`src/rtl/h01b_key_matrix_if.sv`:
```
// Scan-event and map-write bus between the PS/2 decoder side and h01b_key_matrix.
`timescale 1ns/1ps
interface h01b_key_matrix_if #(
    parameter int ROWS = 11,
    parameter int COLS = 5
);
    localparam int EW = 2 + $clog2(ROWS) + $clog2(COLS);

    logic          EV_VALID;
    logic [7:0]    EV_SCAN;
    logic          EV_PRESSED;
    logic          EV_EXTENDED;
    logic          MAP_WE;
    logic [8:0]    MAP_ADDR;
    logic [EW-1:0] MAP_WDATA;
    logic          READY;

    modport master (
        output EV_VALID, EV_SCAN, EV_PRESSED, EV_EXTENDED,
        output MAP_WE, MAP_ADDR, MAP_WDATA,
        input  READY
    );

    modport slave (
        input  EV_VALID, EV_SCAN, EV_PRESSED, EV_EXTENDED,
        input  MAP_WE, MAP_ADDR, MAP_WDATA,
        output READY
    );
endinterface

```
`src/rtl/h01b_key_matrix.sv`:
```
// PS/2 scan events -> run-time mapped, scanned key matrix with clear-all.
// Optional Ctrl+F12 chord reset pulse is built only when KBM_CHORD_RESET_EN is defined.
`timescale 1ns/1ps
module h01b_key_matrix #(
    parameter int ROWS     = 11,
    parameter int COLS     = 5,
    parameter int HOLD_CYC = 1000,
    parameter int RST_CYC  = 4096
) (
    input  logic             KB_CLK,
    input  logic             RESET_N,
    h01b_key_matrix_if.slave bus,
    input  logic             CLR_ALL,
    input  logic [ROWS-1:0]  KEY_ADDR,
    output logic [COLS-1:0]  KEY_DATA,
    output logic             KEY_PRESSED,
    output logic             RESET_KEY_N
);
    localparam int RW = $clog2(ROWS);
    localparam int CW = $clog2(COLS);
    localparam int EW = 2 + RW + CW;
    localparam int NK = ROWS * COLS;
    localparam int IW = $clog2(NK);
    localparam logic [EW-1:0] ROW_MSK = EW'((1 << RW) - 1);
    localparam logic [EW-1:0] COL_MSK = EW'((1 << CW) - 1);

    if (ROWS < 2 || ROWS > 16 || COLS < 1 || COLS > 8 || HOLD_CYC < 1 || RST_CYC < 1)
    begin : g_param_check
        $error("h01b_key_matrix: parameter out of range");
    end

    typedef enum logic {S_INIT, S_RUN} state_t;

    state_t        state;
    logic [8:0]    init_cnt;
    logic          ready_q;
    logic [EW-1:0] map_mem [512];
    logic          map_we;
    logic [8:0]    map_wa;
    logic [EW-1:0] map_wd;
    logic          vld_p0;
    logic          pressed_p0;
    logic [EW-1:0] ent_p0;
    logic [1:0]    ent_kind;
    logic [EW-1:0] ent_row;
    logic [EW-1:0] ent_col;
    logic          key_hit;
    logic [IW-1:0] key_idx;
    logic [NK-1:0] matrix;

    // INIT sweeps every map address to "unmapped" before events are accepted
    always_ff @(posedge KB_CLK) begin
        if (!RESET_N) begin
            state    <= S_INIT;
            init_cnt <= '0;
            ready_q  <= 1'b0;
        end else begin
            case (state)
                S_INIT: begin
                    init_cnt <= init_cnt + 9'd1;
                    if (init_cnt == 9'h1FF) begin
                        state   <= S_RUN;
                        ready_q <= 1'b1;
                    end
                end
                default: ready_q <= 1'b1;
            endcase
        end
    end

    assign bus.READY = ready_q;

    always_comb begin
        map_we = bus.MAP_WE;
        map_wa = bus.MAP_ADDR;
        map_wd = bus.MAP_WDATA;
        if (state == S_INIT) begin
            map_we = 1'b1;
            map_wa = init_cnt;
            map_wd = '0;
        end
    end

    // Stage 0: map lookup; a same-cycle write to the read address returns old data
    always_ff @(posedge KB_CLK) begin
        if (map_we) map_mem[map_wa] <= map_wd;
        ent_p0     <= map_mem[{bus.EV_EXTENDED, bus.EV_SCAN}];
        pressed_p0 <= bus.EV_PRESSED;
    end

    always_ff @(posedge KB_CLK) begin
        if (!RESET_N) vld_p0 <= 1'b0;
        else          vld_p0 <= bus.EV_VALID && (state == S_RUN);
    end

    // Stage 1: decode the entry and apply it to the matrix
    always_comb begin
        ent_kind = ent_p0[EW-1:EW-2];
        ent_row  = (ent_p0 >> CW) & ROW_MSK;
        ent_col  = ent_p0 & COL_MSK;
        key_hit  = vld_p0 && (ent_kind == 2'b01) &&
                   (ent_row < EW'(ROWS)) && (ent_col < EW'(COLS));
        key_idx  = IW'(int'(ent_row) * COLS + int'(ent_col));
    end

    always_ff @(posedge KB_CLK) begin
        if (!RESET_N)     matrix <= '1;
        else if (CLR_ALL) matrix <= '1;
        else if (key_hit) matrix[key_idx] <= ~pressed_p0;
    end

    // Selected rows are wired-AND onto the column lines
    always_comb begin
        KEY_DATA = '1;
        for (int r = 0; r < ROWS; r++)
            if (!KEY_ADDR[r]) KEY_DATA = KEY_DATA & matrix[r*COLS +: COLS];
    end

    assign KEY_PRESSED = ~&matrix;

`ifdef KBM_CHORD_RESET_EN
    localparam int HW = $clog2(HOLD_CYC + 1);
    localparam int PW = $clog2(RST_CYC + 1);

    logic          chord_a;
    logic          chord_b;
    logic          armed;
    logic          rkn_q;
    logic [HW-1:0] hold_cnt;
    logic [PW-1:0] pulse_cnt;

    // armed drops on firing and returns only once either chord key is released
    always_ff @(posedge KB_CLK) begin
        if (!RESET_N) begin
            chord_a   <= 1'b0;
            chord_b   <= 1'b0;
            armed     <= 1'b1;
            rkn_q     <= 1'b1;
            hold_cnt  <= '0;
            pulse_cnt <= '0;
        end else begin
            if (vld_p0 && ent_kind == 2'b10) chord_a <= pressed_p0;
            if (vld_p0 && ent_kind == 2'b11) chord_b <= pressed_p0;
            if (!(chord_a && chord_b)) begin
                hold_cnt <= '0;
                armed    <= 1'b1;
            end else if (armed) begin
                if (hold_cnt == HW'(HOLD_CYC - 1)) begin
                    if (rkn_q) begin
                        armed     <= 1'b0;
                        hold_cnt  <= '0;
                        rkn_q     <= 1'b0;
                        pulse_cnt <= PW'(RST_CYC - 1);
                    end
                end else begin
                    hold_cnt <= hold_cnt + HW'(1);
                end
            end
            if (!rkn_q) begin
                if (pulse_cnt != '0) pulse_cnt <= pulse_cnt - PW'(1);
                else                 rkn_q     <= 1'b1;
            end
        end
    end

    assign RESET_KEY_N = rkn_q;
`else
    assign RESET_KEY_N = 1'b1;
`endif
endmodule
```
`src/flat_wrapper.sv`:
```
// flat-port wrapper written by rule: the top's interface ports become plain ports
module h01b_key_matrix_flat 
#(
    parameter int ROWS     = 11,
    parameter int COLS     = 5,
    parameter int HOLD_CYC = 1000,
    parameter int RST_CYC  = 4096
)
  (KB_CLK, RESET_N, CLR_ALL, KEY_ADDR, KEY_DATA, KEY_PRESSED, RESET_KEY_N, bus_EV_VALID, bus_EV_SCAN, bus_EV_PRESSED, bus_EV_EXTENDED, bus_MAP_WE, bus_MAP_ADDR, bus_MAP_WDATA, bus_READY);
  h01b_key_matrix_if #(.ROWS(ROWS), .COLS(COLS)) bus_i ();
  input  logic KB_CLK;
  input  logic RESET_N;
  input  logic CLR_ALL;
  input  logic [ROWS-1:0] KEY_ADDR;
  output logic [COLS-1:0] KEY_DATA;
  output logic KEY_PRESSED;
  output logic RESET_KEY_N;
  input wire logic [$bits(bus_i.EV_VALID)-1:0] bus_EV_VALID;
  input wire logic [$bits(bus_i.EV_SCAN)-1:0] bus_EV_SCAN;
  input wire logic [$bits(bus_i.EV_PRESSED)-1:0] bus_EV_PRESSED;
  input wire logic [$bits(bus_i.EV_EXTENDED)-1:0] bus_EV_EXTENDED;
  input wire logic [$bits(bus_i.MAP_WE)-1:0] bus_MAP_WE;
  input wire logic [$bits(bus_i.MAP_ADDR)-1:0] bus_MAP_ADDR;
  input wire logic [$bits(bus_i.MAP_WDATA)-1:0] bus_MAP_WDATA;
  output wire logic [$bits(bus_i.READY)-1:0] bus_READY;
  assign bus_i.EV_VALID = bus_EV_VALID;
  assign bus_i.EV_SCAN = bus_EV_SCAN;
  assign bus_i.EV_PRESSED = bus_EV_PRESSED;
  assign bus_i.EV_EXTENDED = bus_EV_EXTENDED;
  assign bus_i.MAP_WE = bus_MAP_WE;
  assign bus_i.MAP_ADDR = bus_MAP_ADDR;
  assign bus_i.MAP_WDATA = bus_MAP_WDATA;
  assign bus_READY = bus_i.READY;
  h01b_key_matrix #(.ROWS(ROWS), .COLS(COLS), .HOLD_CYC(HOLD_CYC), .RST_CYC(RST_CYC)) u_core (.KB_CLK(KB_CLK), .RESET_N(RESET_N), .bus(bus_i), .CLR_ALL(CLR_ALL), .KEY_ADDR(KEY_ADDR), .KEY_DATA(KEY_DATA), .KEY_PRESSED(KEY_PRESSED), .RESET_KEY_N(RESET_KEY_N));
endmodule
```
`config.mk`:
```
export PLATFORM = sky130hd
export DESIGN_NAME = h01b_key_matrix_flat
export DESIGN_NICKNAME = d
export VERILOG_FILES = /design/src/rtl/h01b_key_matrix_if.sv /design/src/rtl/h01b_key_matrix.sv /design/src/flat_wrapper.sv
export SDC_FILE = /design/constraint.sdc
export NUM_CORES = 2
export LEC_CHECK = 0
export CELL_PAD_IN_SITES_DETAIL_PLACEMENT = 1
export CELL_PAD_IN_SITES_GLOBAL_PLACEMENT = 2
export CORE_MARGIN = 2
export CORE_UTILIZATION = 45
export DETAILED_ROUTE_END_ITERATION = 16
export PLACE_DENSITY_LB_ADDON = 0.1
export SETUP_SLACK_MARGIN = 0.1
export SLEW_MARGIN = 20
export SYNTH_ARGS = -nofsm -noshare
export SYNTH_HDL_FRONTEND = slang
export SYNTH_MEMORY_MAX_BITS = 65536
export SYNTH_SLANG_ARGS = --single-unit
export TNS_END_PERCENT = 50
```
`constraint.sdc`:
```
create_clock -name KB_CLK -period 14.6 [get_ports KB_CLK]
set_clock_uncertainty 0.2 [all_clocks]
set_input_delay 1.46 -clock KB_CLK [delete_from_list [all_inputs] [get_ports KB_CLK]]
set_output_delay 1.46 -clock KB_CLK [all_outputs]
set_load 0.005 [all_outputs]
```
# Word level (Yosys, flattened, before mapping)

Memories as Yosys holds them, arrays and structs flattened. A register that Yosys moved wholly into a read port is not among the register bits.
Cells that the tools add are included.

Register bits: 68
Memory bits (writable): 4608
Input port bits: 44
Output and inout port bits: 8
Logic and storage cells: 60
Memories: 1

Memories:

| name           | words | bits a word | rd ports | clocked after memory_dff | wr ports | line                  | source |
|---|---|---|---|---|---|---|---|
| u_core.map_mem | 512   | 9           | 1        | 1                        | 1        | h01b_key_matrix.sv:37 | `logic [EW-1:0] map_mem [512];` |

Add/sub/neg operators: 2
Multiply operators: 1
Magnitude comparators: 4
Eq/ne operators: 2
Multiplexer cells: 23
Bitwise gates (word level): 12
Reduce and logical (&&, ||, !) cells: 9

Operators with widths:

| cell                                                                                 | number |
|---|---|
| 55-bit bitwise mux                                                                   | 1 |
| 5-bit 2-to-1 mux                                                                     | 11 |
| 55-bit AND reduction                                                                 | 1 |
| 5-bit bitwise AND                                                                    | 10 |
| 9-bit 2-to-1 mux                                                                     | 2 |
| 9-bit by 1-bit adder with 9-bit output (second input constant)                       | 1 |
| 9-bit == test (second input constant)                                                | 1 |
| 1-bit 2-to-1 mux                                                                     | 8 |
| 6-bit by 7-bit < comparator with 1-bit output (second input constant)                | 1 |
| 6-bit by 4-bit adder with 6-bit output                                               | 1 |
| 1-bit demux with 6-bit select                                                        | 1 |
| 6-bit by 1-bit greater-or-equal comparator with 1-bit output (second input constant) | 1 |
| 4-bit by 3-bit multiplier with 6-bit output (second input constant)                  | 1 |
| 1-bit logical AND                                                                    | 5 |
| 4-bit < comparator (second input constant)                                           | 1 |
| 3-bit < comparator (second input constant)                                           | 1 |
| 2-bit by 1-bit == test with 1-bit output (second input constant)                     | 1 |
| 1-bit NOT                                                                            | 2 |
| 2-bit nonzero test                                                                   | 1 |
| 2-bit OR reduction                                                                   | 1 |
| 1-bit zero test                                                                      | 1 |

# Logic depth before layout (Yosys ltp)

Depth in word-level cells: 21
Depth in mapped cells: 14
Gate-level depth less buffers: 12

# Worst setup path after synthesis

OpenSTA, ideal clock, no wires.

Path kind: input port to flip-flop
From: input bus_MAP_WDATA[0]
To: memory u_core.map_mem[0][0] in the netlist's numbering (data pin)
Library setup time: 1.533 ns
Arrival: 7.827 ns
Required time: 12.867 ns
Setup slack: 5.040 ns
Stages: 1
Path buffers: 0
Path through: and2_1

Longest elaborated chain between the ends: 1

Ends and longest elaborated chain:

| element          | line                  | source |
|---|---|---|
| start, declared  | flat_wrapper.sv:24    | `input wire logic [$bits(bus_i.MAP_WDATA)-1:0] bus_MAP_WDATA;` |
| 9-bit 2-to-1 mux | h01b_key_matrix.sv:77 | `if (state == S_INIT) begin` |
| end, declared    | h01b_key_matrix.sv:37 |  |

No other way between the ends.

==> key figures <==
Floorplan
  – Site Rows: 234
  – Die area: 0.413 mm2
  – Core Footprint: 0.406 mm2
  – Num ports: 52
  – Initial Util: 45.2%
  – Die width: 643 um
  – DIE HEIGHT: 643 um

STA
  – Final setup fails: 0
  – Final period util: 43.3%
  – Slew Limit Fails: 0
  – RSZ-0062 raised after global routing: false
  – Final setup TNS: 0 ns
  – Hold Violations, Final: 0
  – Worst Max-Slew Pin Slew: 1.35 ns
  – Min Tclk post-route: 6.31 ns
  – Slew margin rel.: 9.67%
  – Max frequency: 158 MHz

Routing
  – Drc violations: 0
  – Vias per inst: 6.14
  – Final WL: 544,000 um
  – WL/cell: 35.0 um
  – Pre-antenna DRT Iters: 6
  – Detailed-route via count: 95,400
  – Initial DRC count: 9,932
  – Antenna-violating nets left: 0

Synth
  – Mux contribution to synthesized area: 14.0%
  – Yosys cell types: 71
  – Syn nets: 9,542
  – Synthesized instance count: 9,484
  – Synth async-reset ratio: 0%
  – Top FF cell, synth: edfxtp_1
  – Adder-Cell Fraction of Synth Area: 0.0994%
  – Sequential area share after synthesis: 76.2%
  – Post-Synth XOR/XNOR Area: 0.0572%
  – Post-synthesis simple-gate area fraction: 3.47%
  – Flops & latches, synth: 4,685
  – Syn Std Cell Area: 0.184 mm2
  – Main combinational cell family by area after synthesis: multiplexers
  – Syn Area/Cell: 19.4 um2
  – Post-synth EDFFs: 4,608
  – Synth Warn #: 0
  – Compound-cell area share of the yosys netlist: 4.24%

Worst setup path
  – R2R depth: 4
  – Crit path kind: in -> reg
  – Worst r2r dst: u_core.map_mem[142][8]$_DFFE_PP_
  – CP Launch Point: bus_EV_SCAN[1]
  – Worst setup path endpoint: u_core.ent_p0[6]$_DFF_P_
  – Largest fanout on the critical path: 97
  – Arrival time worst endpoint: 6.99 ns
  – RR Startpoint: u_core.state$_SDFF_PN0_
  – Reg2Reg Setup Slack: 9.79 ns
  – Worst path required time: 15.27 ns
  – Crit end category: flip-flop
  – CP Launch Type: primary input

Layout
  – Fill cells: 36,400
  – Area growth from synthesis to layout: 12.0%
  – Most common cell after layout, fill and taps aside: edfxtp_1
  – Layout cells sized above 1: 17.1%
  – Most frequent cells in the layout: edfxtp_1 (4,608), mux2i_1 (806), mux4_2 (768)
  – Fin nets: 9,738

Clock tree
  – Clock buffer depth: 4
  – Post_cts resized: 0
  – CTS tree: yes
  – TritonCTS Sinks: 4,685
  – # H-tree levels: 6
  – Setup Buffers After CTS: 0
  – Hold-fix buffers, CTS: 0
  – TritonCTS buffer count: 518
  – Root buf cell: clkbuf_16
  – CTS clk-pin slew, worst paths: 0.06 ns
  – Worst skew pair latency: 1.06 ns

Power and ir drop
  – Pwr/cell area: 137 mW/mm2
  – Peak VDD IR: 0.112 mV
  – Static Leak: 57.2 nW
  – Overall power: 28.1 mW

Outcome
  – Status: complete, no violations

Place
  – Quantity of I/O buffers inserted on ports: 50
  – Dpl hpwl: 331,000 um
  – Gpl congestion: 0.859

Global routing
  – Initial antenna violation count: 42
  – Vias in the first global route: 98,400
  – Grt ovf: 0
  – Pin count of the biggest net entering global routing: 181
  – First-pass GRT wire length: 763,000 um
  – Gr usage total: 26.0%

Job
  – Max capacitance violation total: 0

Min path
  – Hold crit path type: reg -> reg
-- kinds of logic after synthesis --
group | after synthesis
DFF | 4685
muxes | 1588
and+or+nand+nor | 1444
AOI/OAI and AO/OA | 1139
buffers and inverters | 601
adders and majority gates | 14
xor gates and xnor gates | 12
other | 1
-- cells in the mapped netlist, types with 75 or more instances --
cell	n	area share [%]
nand2_1	246	0.50
buf_1	93	0.19
edfxtp_1	4608	75
nor3_1	201	0.55
clkbuf_1	233	0.48
buf_2	76	0.21
mux4_2	768	9.4
mux2i_1	806	4.4
o221ai_1	235	1.1
a21oi_1	184	0.50
o21ai_0	162	0.44
nor2_1	711	1.5
buf_6	75	0.46
dfxtp_1	77	0.84
o22ai_1	259	0.88
-- sequential cells by signal, summed over array words and instances (netlist names) --
signal and flops:
u_core.state 1, u_core.matrix 55, u_core.bus.READY 1, u_core.pressed_p0 1, u_core.vld_p0 1, u_core.init_cnt 9, u_core.map_mem 4608, u_core.ent_p0 9
-- per-stage QoR --
| stage | hold slack [ns] | std cells | instance area [um2] | worst slack (ns) | utilization [%] |
|---|---|---|---|---|---|
| after floorplan | 0.250 | 9484 | 184000 | 5.04 | - |
| after global placement | 0.242 | 14600 | 190000 | 6.78 | 46.7 |
| after detailed placement | 0.250 | 14600 | 190000 | 7.29 | 46.7 |
| after CTS | 0.264 | 15500 | 206000 | 8.40 | 50.6 |
| after global routing | 0.298 | 15500 | 206000 | 8.24 | 50.6 |
| final | 0.265 | 15500 | 206000 | 8.29 | 50.6 |
-- where the power goes --
part | internal [mW] | leakage, nW | switching, mW
sequential | 14.6 | 35.1 | 0.0146
clock | 7.22 | 7.77 | 5.29
combinational | 0.307 | 14.3 | 0.728
total | 22.1 | 57.2 | 6.03
-- worst max-delay path: stages --
cell	delay, ns
buf_8	0.35
buf_4	0.57
buf_12	0.45
buf_4	0.80
buf_4	0.59
mux4_2	0.38
o22ai_1	0.17
o21ai_0	0.15
o21ai_0	0.43
o22ai_1	0.22
nor3_1	0.92
nor4_2	0.14
-- routing by layer --
layer  part of all wire, %  global-route usage [%]  vias up  wire, um
met5                 0.026                       0        -       144
met2                    47                    40.6     3491    255000
met4                   2.7                    7.21       22     14900
met3                   7.9                    6.07      724     43000
li1                      -                       -    39700         -
met1                    42                    36.7    51500    231000
-- area by class of cell --
type	count	area (um2)	share of cell area [%]
sequential	4685	140000	68.0
inverter	16	72.6	0.0353
multi-input combinational	4198	40600	19.7
timing repair buffer	261	2410	1.17
tap	5428	6790	3.30
antenna	20	50.0	0.0243
clock buffer	677	14100	6.83
clock inverter	247	1940	0.943
-- worst min-delay path by stage --
stage | endpoint | depth (start not counted) | start | slack (ns)
2_1_floorplan | u_core.bus.READY$_SDFFE_PN0P_ | 1 | u_core.bus.READY$_SDFFE_PN0P_ | 0.25
3_3_place_gp | u_core.bus.READY$_SDFFE_PN0P_ | 1 | u_core.bus.READY$_SDFFE_PN0P_ | 0.24
3_5_place_dp | u_core.bus.READY$_SDFFE_PN0P_ | 1 | u_core.bus.READY$_SDFFE_PN0P_ | 0.25
4_1_cts | u_core.bus.READY$_SDFFE_PN0P_ | 1 | u_core.bus.READY$_SDFFE_PN0P_ | 0.26
5_1_grt | u_core.bus.READY$_SDFFE_PN0P_ | 1 | u_core.bus.READY$_SDFFE_PN0P_ | 0.30
6_report | u_core.bus.READY$_SDFFE_PN0P_ | 1 | u_core.bus.READY$_SDFFE_PN0P_ | 0.26
Power figures use the tool's default switching activity.
